==> config.mk <==
export PLATFORM = sky130hd
export DESIGN_NAME = posicionador_de_navios
export DESIGN_NICKNAME = d
export VERILOG_FILES = /design/src/rtl/posicionador_de_navios.sv
export SDC_FILE = /design/constraint.sdc
export NUM_CORES = 1
export LEC_CHECK = 0
export ABC_AREA = 1
export BUFFER_PORTS_ARGS = -buffer_cell sky130_fd_sc_hd__buf_4
export CORE_UTILIZATION = 45
export CTS_CLUSTER_DIAMETER = 100
export DETAILED_ROUTE_END_ITERATION = 16
export HOLD_SLACK_MARGIN = 0.15
export PLACE_DENSITY = 0.66
export SYNTH_ARGS = -nofsm -noshare
export SYNTH_HDL_FRONTEND = slang
export SYNTH_SLANG_ARGS = --single-unit
==> constraint.sdc <==
create_clock -name clock -period 5.06 [get_ports clock]
set_input_delay 1.012 -clock clock [delete_from_list [all_inputs] [get_ports clock]]
set_output_delay 1.012 -clock clock [all_outputs]
set_load 0.02 [all_outputs]
==> src/rtl/posicionador_de_navios.sv <==
// ============================================================================
// Module   : posicionador_de_navios
// Brief    : Battleship ship-placement stage; validates and commits ships into
//            a 5x7 map that the attack phase reads.
// Revision : 1.0 - initial release
// ============================================================================
`default_nettype none

module posicionador_de_navios #(
    parameter int TAM_NAVIO0 = 3,
    parameter int TAM_NAVIO1 = 2,
    parameter int TAM_NAVIO2 = 1
) (
    input  logic       clock,
    input  logic       reset,
    input  logic       enable,
    input  logic       confirmar,
    input  logic [2:0] coordColuna,
    input  logic [2:0] coordLinha,
    input  logic       orientacao,
    output logic [6:0] mapa0,
    output logic [6:0] mapa1,
    output logic [6:0] mapa2,
    output logic [6:0] mapa3,
    output logic [6:0] mapa4,
    output logic [6:0] previa0,
    output logic [6:0] previa1,
    output logic [6:0] previa2,
    output logic [6:0] previa3,
    output logic [6:0] previa4,
    output logic [1:0] navio_atual,
    output logic       LED_R,
    output logic       LED_G,
    output logic       concluido
);

    typedef enum logic [1:0] {
        S_IDLE      = 2'd0,
        S_POSICIONA = 2'd1,
        S_VALIDA    = 2'd2,
        S_CONCLUIDO = 2'd3
    } estado_t;

    estado_t         r_estado, w_prox_estado;
    logic            r_conf_q;
    logic [2:0]      r_col, r_lin;
    logic            r_ori;
    logic [4:0][6:0] r_mapa;
    logic [1:0]      r_navio;
    logic            r_led_r, r_led_g;

    logic            w_evento;
    logic [3:0]      w_tam;
    logic [4:0][6:0] w_masc_lat, w_masc_prev;
    logic            w_dentro, w_sem_sobrep, w_valido;

    function automatic logic [3:0] f_tam(input logic [1:0] navio);
        case (navio)
            2'd0:    f_tam = 4'(TAM_NAVIO0);
            2'd1:    f_tam = 4'(TAM_NAVIO1);
            default: f_tam = 4'(TAM_NAVIO2);
        endcase
    endfunction

    // Cells outside the 5x7 board simply fall off, giving the clipped mask.
    function automatic logic [4:0][6:0] f_mascara(input logic [2:0] col,
                                                  input logic [2:0] lin,
                                                  input logic       ori,
                                                  input logic [3:0] tam);
        logic [4:0][6:0] m;
        logic [15:0]     linhas;
        logic [7:0]      uma_linha;
        logic [3:0]      fim_col;
        m         = '0;
        linhas    = ((16'h1 << tam) - 16'h1) << lin;
        uma_linha = 8'h1 << lin;
        fim_col   = {1'b0, col} + tam - 4'd1;
        for (int x = 0; x < 5; x++) begin
            if (ori) begin
                if (col == 3'(x))
                    m[x] = linhas[6:0];
            end else if (({1'b0, col} <= 4'(x)) && (4'(x) <= fim_col)) begin
                m[x] = uma_linha[6:0];
            end
        end
        return m;
    endfunction

    assign w_evento    = confirmar & ~r_conf_q;
    assign w_tam       = f_tam(r_navio);
    assign w_masc_lat  = f_mascara(r_col, r_lin, r_ori, w_tam);
    assign w_masc_prev = f_mascara(coordColuna, coordLinha, orientacao, w_tam);

    assign w_dentro = (r_col <= 3'd4) && (r_lin <= 3'd6) &&
                      (r_ori ? (({1'b0, r_lin} + w_tam - 4'd1) <= 4'd6)
                             : (({1'b0, r_col} + w_tam - 4'd1) <= 4'd4));
    assign w_sem_sobrep = ((w_masc_lat & r_mapa) == '0);
    assign w_valido     = w_dentro && w_sem_sobrep && (r_navio <= 2'd2);

    always_ff @(posedge clock or negedge reset) begin
        if (!reset) r_estado <= S_IDLE;
        else        r_estado <= w_prox_estado;
    end

    always_comb begin
        w_prox_estado = r_estado;
        if (!enable) begin
            w_prox_estado = S_IDLE;
        end else begin
            case (r_estado)
                S_IDLE:      w_prox_estado = S_POSICIONA;
                S_POSICIONA: if (w_evento) w_prox_estado = S_VALIDA;
                S_VALIDA:    w_prox_estado = (w_valido && (r_navio == 2'd2))
                                             ? S_CONCLUIDO : S_POSICIONA;
                S_CONCLUIDO: w_prox_estado = S_CONCLUIDO;
                default:     w_prox_estado = S_IDLE;
            endcase
        end
    end

    always_ff @(posedge clock or negedge reset) begin
        if (!reset) begin
            r_conf_q <= 1'b0;
            r_col    <= '0;
            r_lin    <= '0;
            r_ori    <= 1'b0;
            r_mapa   <= '0;
            r_navio  <= '0;
            r_led_r  <= 1'b0;
            r_led_g  <= 1'b0;
        end else begin
            r_conf_q <= confirmar;
            if (!enable) begin
                r_mapa  <= '0;
                r_navio <= '0;
                r_led_r <= 1'b0;
                r_led_g <= 1'b0;
            end else begin
                if ((r_estado == S_POSICIONA) && w_evento) begin
                    r_col <= coordColuna;
                    r_lin <= coordLinha;
                    r_ori <= orientacao;
                end
                if (r_estado == S_VALIDA) begin
                    if (w_valido) begin
                        r_mapa  <= r_mapa | w_masc_lat;
                        r_navio <= r_navio + 2'd1;
                        r_led_g <= 1'b1;
                        r_led_r <= 1'b0;
                    end else begin
                        r_led_r <= 1'b1;
                        r_led_g <= 1'b0;
                    end
                end
            end
        end
    end

    assign mapa0 = r_mapa[0];
    assign mapa1 = r_mapa[1];
    assign mapa2 = r_mapa[2];
    assign mapa3 = r_mapa[3];
    assign mapa4 = r_mapa[4];

    always_comb begin
        {previa4, previa3, previa2, previa1, previa0} = r_mapa;
        if (r_estado == S_POSICIONA)
            {previa4, previa3, previa2, previa1, previa0} = r_mapa | w_masc_prev;
    end

    assign navio_atual = r_navio;
    assign LED_R       = r_led_r;
    assign LED_G       = r_led_g;
    assign concluido   = (r_estado == S_CONCLUIDO);

endmodule

`default_nettype wire

=== Word level (Yosys, flattened, before mapping) ===
Cells that the tools add are included.

* Add/sub/neg operators: 8
* Multiply operators: 0
* Div/mod/pow operators: 0
* Magnitude comparators: 25
* Equality and inequality tests: 16
* Shift operators: 5
* Muxes and demuxes: 53
* Bitwise operators: 5
* Reduce and logical (&&, ||, !) cells: 23

{| class="wikitable"
|+ Operators with widths
! operator !! number
|-
| $mux 7 || 35
|-
| $mux 35 || 3
|-
| $or 35x35->35 || 2
|-
| $and 35x35->35 || 1
|-
| $logic_not 35->1 || 1
|-
| $shl 16x3->7 || 2
|-
| $le 1x4->1 const A || 4
|-
| $le 2x4->1 const A || 4
|-
| $logic_and 1x1->1 || 16
|-
| $shl 1x4->16 const A || 1
|-
| $sub 16x1->16 const B || 1
|-
| $shl 1x3->7 const A || 2
|-
| $add 3x4->4 || 3
|-
| $eq 3x2->1 const B || 4
|-
| $le 3x1->1 const B || 4
|-
| $le 3x2->1 const B || 4
|-
| $le 3x3->1 const B || 4
|-
| $mux 2 || 6
|-
| $sub 4x1->4 const B || 3
|-
| $le 3x4->1 const A || 2
|-
| $le 4x3->1 const B || 2
|-
| $pmux 2 s4 || 1
|-
| $mux 1 || 7
|-
| $eq 2x2->1 const B || 3
|-
| 13 further kinds || 20
|}

* Flip-flop bits (word level): 49
* Latch bits: 0
* RAM bits: 0
* Bits in read-only memories: 0
* Output and inout bits: 75
* Memories: 0

=== Depth between registers and ports, before layout ===
* Depth in word-level cells: 16
* Mapped depth: 26
* Depth with buffers taken out: 24

=== Worst setup path after synthesis ===
No wires, ideal clock.

* Kind: input to output
* Start point: input coordColuna[1]
* End point: output previa4[0]
* Data arrival time: 3.040 ns
* Data required time: 4.048 ns
* Path slack: 1.008 ns
* Stages on the path: 13
* Path buffers: 0
* Path through: inv_1 ha_1 inv_1 ha_1 fa_1 nor2_1 nand2_1 inv_1 a21oi_1 nand2_1 nand2_1 inv_1 o21ai_0

* Word-level cells in the longest chain between the ends: 8

{| class="wikitable"
|+ RTL lines
! element !! RTL line !! source
|-
| start, declared || 18 || <nowiki>input logic [2:0] coordColuna,</nowiki>
|-
| $add 3x4->4 || 77 || <nowiki>fim_col = {1'b0, col} + tam - 4'd1;</nowiki>
|-
| $sub 4x1->4 || 77 ||
|-
| $le 3x4->1 || 82 || <nowiki>end else if (({1'b0, col} <= 4'(x)) && (4'(x) <= fim_col)) begin</nowiki>
|-
| $logic_and 1x1->1 || 82 ||
|-
| $mux 7 || 82 ||
|-
| $mux 7 (*) || 79 || <nowiki>if (ori) begin</nowiki>
|-
| $or 35x35->35 (*) || 168 || <nowiki>{previa4, previa3, previa2, previa1, previa0} = r_mapa | w_masc_prev;</nowiki>
|-
| $mux 7 (*) || 167 || <nowiki>if (r_estado == S_POSICIONA)</nowiki>
|-
| end, declared || 30 || <nowiki>output logic [6:0] previa4,</nowiki>
|}

Every way passes the cells marked *; elsewhere a longest branch is shown, timed or not.

=== Worst setup path after layout ===
* Start point: register r_navio[1], in the netlist navio_atual[1]
* End point: output previa4[0]

* Word-level cells in the longest chain between the ends: 10

{| class="wikitable"
|+ RTL lines
! element !! RTL line !! source
|-
| start, declared || 49 || <nowiki>logic [1:0] r_navio;</nowiki>
|-
| start signal, assigned || 147 || <nowiki>r_navio <= r_navio + 2'd1;</nowiki>
|-
| $eq 2x1->1 / $logic_not 2->1 (equally long branches) || 58 || <nowiki>case (navio)</nowiki>
|-
| $pmux 2 s2 (*) || 58 ||
|-
| $add 3x4->4 || 77 ||
|-
| $sub 4x1->4 || 77 ||
|-
| $le 3x4->1 || 82 ||
|-
| $logic_and 1x1->1 || 82 ||
|-
| $mux 7 || 82 ||
|-
| $mux 7 (*) || 79 ||
|-
| $or 35x35->35 (*) || 168 ||
|-
| $mux 7 (*) || 167 ||
|}

Marked as above.

==> impl_metrics.tcl <==
set metrics [dict create \
    status "complete, no violations" \
    critPathMaxStageDelay_ns 0.49 \
    period_minus_slack_ns 4.60 \
    synthArstFlopShare_pct 100 \
    final_cell_mix "198 x nand2_1, 100 x inv_1, 90 x nand3_1" \
    finalSetupViolations 0 \
    vias 5079 \
    fin_nets 803 \
    dpl.hpwl_um 12200 \
    cp-end-kind "primary output" \
    drv_slew 0 \
    timing.final.crit_share_pct 90.9 \
    core_area_um2 9370 \
    yosysUniqueCellTypes 33 \
    cts_hold_buffers 0 \
    crit_chain "inv_1 -> ha_1 -> nor2_2 -> ha_1 -> inv_1 -> ha_1 -> fa_1 -> nor2_1 -> nand2_1 -> inv_1 -> a21oi_1 -> nand2_1 -> nand2_1 -> inv_1 -> o21ai_0 -> buf_4" \
    drc_errors 0 \
    core.rowCount 35 \
    reg2reg_depth 21 \
    total_power_mw 1.44 \
    areaGrowthSynthToFinish_pct 17.3 \
    worst_pin_slew_ns 0.775 \
    die_y_um 101 \
    rsz0062_at_grt "no" \
    worstSetupPathType "flop to primary output" \
    fin_worst_skew_ns 0.00861 \
    grt_pass1_wl_um 25400 \
    slew_headroom_pct 48.3 \
    ant_nets 0 \
    powerDensity_nw_per_um2 278 \
    antenna_cells 0 \
    numPortBuffers 85 \
    place_congestion 0.950 \
    drt-wirelength-per-cell_um 17.7 \
    drive_above_1_share_pct 15.7 \
    finalHoldViolations 0 \
    hold_path.class "flop to flop" \
    cpMostUsedCell "inv_1" \
    cts_buffer_depth 2 \
    critPathLaunchType "flop" \
    cts_setup_buffers 0 \
    cp_slowest_cell "fa_1" \
    grt-ovfl-total 0 \
    critPathMaxFanout 7 \
    clock-sinks 49 \
    synthCells 711 \
    required_ns 4.05 \
    yosys_warnings 0 \
    max_cap_viol_count 0 \
    dr.first_iter.drc_count 360 \
    tritoncts "yes" \
    grt_pass1_vias 4793 \
    clk_pin_slew_ns 0.10 \
    yosys_register_bits 49 \
    cts_resized 0 \
    cts_buffers 5 \
    max_freq_mhz 217 \
    drt-total-wl_um 16000 \
    die_area_um2 10200 \
    start_util_pct 47.0 \
    ctsRootBufferMaster "clkbuf_8" \
    synth_area_um2 4410 \
    groute.usage.overall_pct 32.9 \
    peakVddDrop_mv 0.126 \
    ioPinCount 86 \
    tns_ns 0 \
    synth_nets 739 \
    syn_area_per_cell_um2 6.20 \
    htree_levels 2 \
    cp.arrival_ns 3.59 \
    ys_seq_area_share_pct 27.8 \
    hold_path_depth 2 \
    r2r_slack_ns 0.66 \
    synth_flop_cell "dfrtp_1" \
    final_common_cell "nand2_1" \
    fp.dieW_um 101 \
    drt-pass1-iter-count 5 \
    antenna_found_initial 0 \
    grt_max_degree 79 \
    p_leak_nw 2.91 \
    synth-edff-count 0 \
    clock_latency_ns 0.31 \
    via_per_inst 5.62 \
]
## routing by layer
layer  GRT usage, %  up-vias  share of wire, %
met4           10.0        0               2.6
met1           43.6     2363                43
met2           53.1      226                46
li1               -     2457                 -
met5              0        -                 0
met3           7.49       33               8.5
## flip-flops by register name, summed over array words and instances, names as in the netlist
| name | count |
|---|---|
| mapa3 | 7 |
| r_estado | 2 |
| mapa1 | 7 |
| LED_G | 1 |
| mapa4 | 7 |
| navio_atual | 2 |
| r_ori | 1 |
| r_col | 3 |
| r_conf_q | 1 |
| mapa0 | 7 |
| mapa2 | 7 |
| LED_R | 1 |
| r_lin | 3 |
## cells in the mapped netlist, types with 4 or more instances
cell type	number	area, µm²
nand2_2	7	43.8
inv_1	100	375
inv_2	9	33.8
nor2_1	46	173
nand4_1	47	294
nor3_1	9	45.0
nand3_2	4	40.0
ha_1	14	175
buf_2	11	55.1
o21ai_0	52	260
a21oi_1	16	80.1
buf_1	4	15.0
clkbuf_1	12	45.0
dfrtp_1	49	1230
o22ai_1	19	119
nand3_1	90	450
nand2_1	198	743
## where the power goes
part / internal [mW] / leakage [nW] / switching [mW]
sequential: 0.411 / 0.669 / 0.0486
combinational: 0.200 / 2.19 / 0.528
clock: 0.109 / 0.0443 / 0.140
## through the flow
stage               instances  utilization, %  hold slack (ns)  instance area [µm²]  worst slack [ns]
global route              904            55.2            0.555                 5170             0.192
global placement          897            54.3            0.498                 5090             0.647
detailed placement        897            54.3            0.515                 5090             0.668
floorplan                 711               -            0.530                 4410              1.01
CTS                       904            55.2            0.540                 5170             0.507
finish                    904            55.2            0.541                 5170             0.460
## final timing paths
check	start	endpoint
setup / recovery	navio_atual[1]	previa4[0]
setup reg to reg	navio_atual[1]	mapa1[0]
min in group asynchronous	reset	LED_R
hold / removal	LED_R	LED_R
hold reg to reg	LED_R	LED_R
max in group asynchronous	reset	mapa1[6]
## cell families (layout without fill, tap and decap cells)
| family | count (synthesis) | after routing | synth area share, % |
|---|---|---|---|
| AOI/OAI and AO/OA | 93 | 93 | 11.4 |
| adders and majority gates | 17 | 17 | 5.33 |
| buffers and inverters | 143 | 207 | 13.3 |
| DFF | 49 | 49 | 27.8 |
| and+or+nand+nor | 409 | 409 | 42.1 |
## cell type report
| cell class | instances | area [µm²] |
|---|---|---|
| sequential | 49 | 1230 |
| tap | 129 | 161 |
| multi-input combinational | 519 | 2600 |
| timing repair buffer | 89 | 681 |
| clock buffer | 7 | 86.3 |
| inverter | 111 | 417 |
| fill | 1009 | 4200 |
## worst max-delay path, delay by kind of cell (launching register included)
kind / cells / cell delay, ns
DFF: 1 / 0.43
buffers and inverters: 5 / 0.44
adders and majority gates: 4 / 1.14
and+or+nand+nor: 5 / 0.71
AOI/OAI and AO/OA: 2 / 0.57
Note: power is estimated with default switching activity, not from simulation.
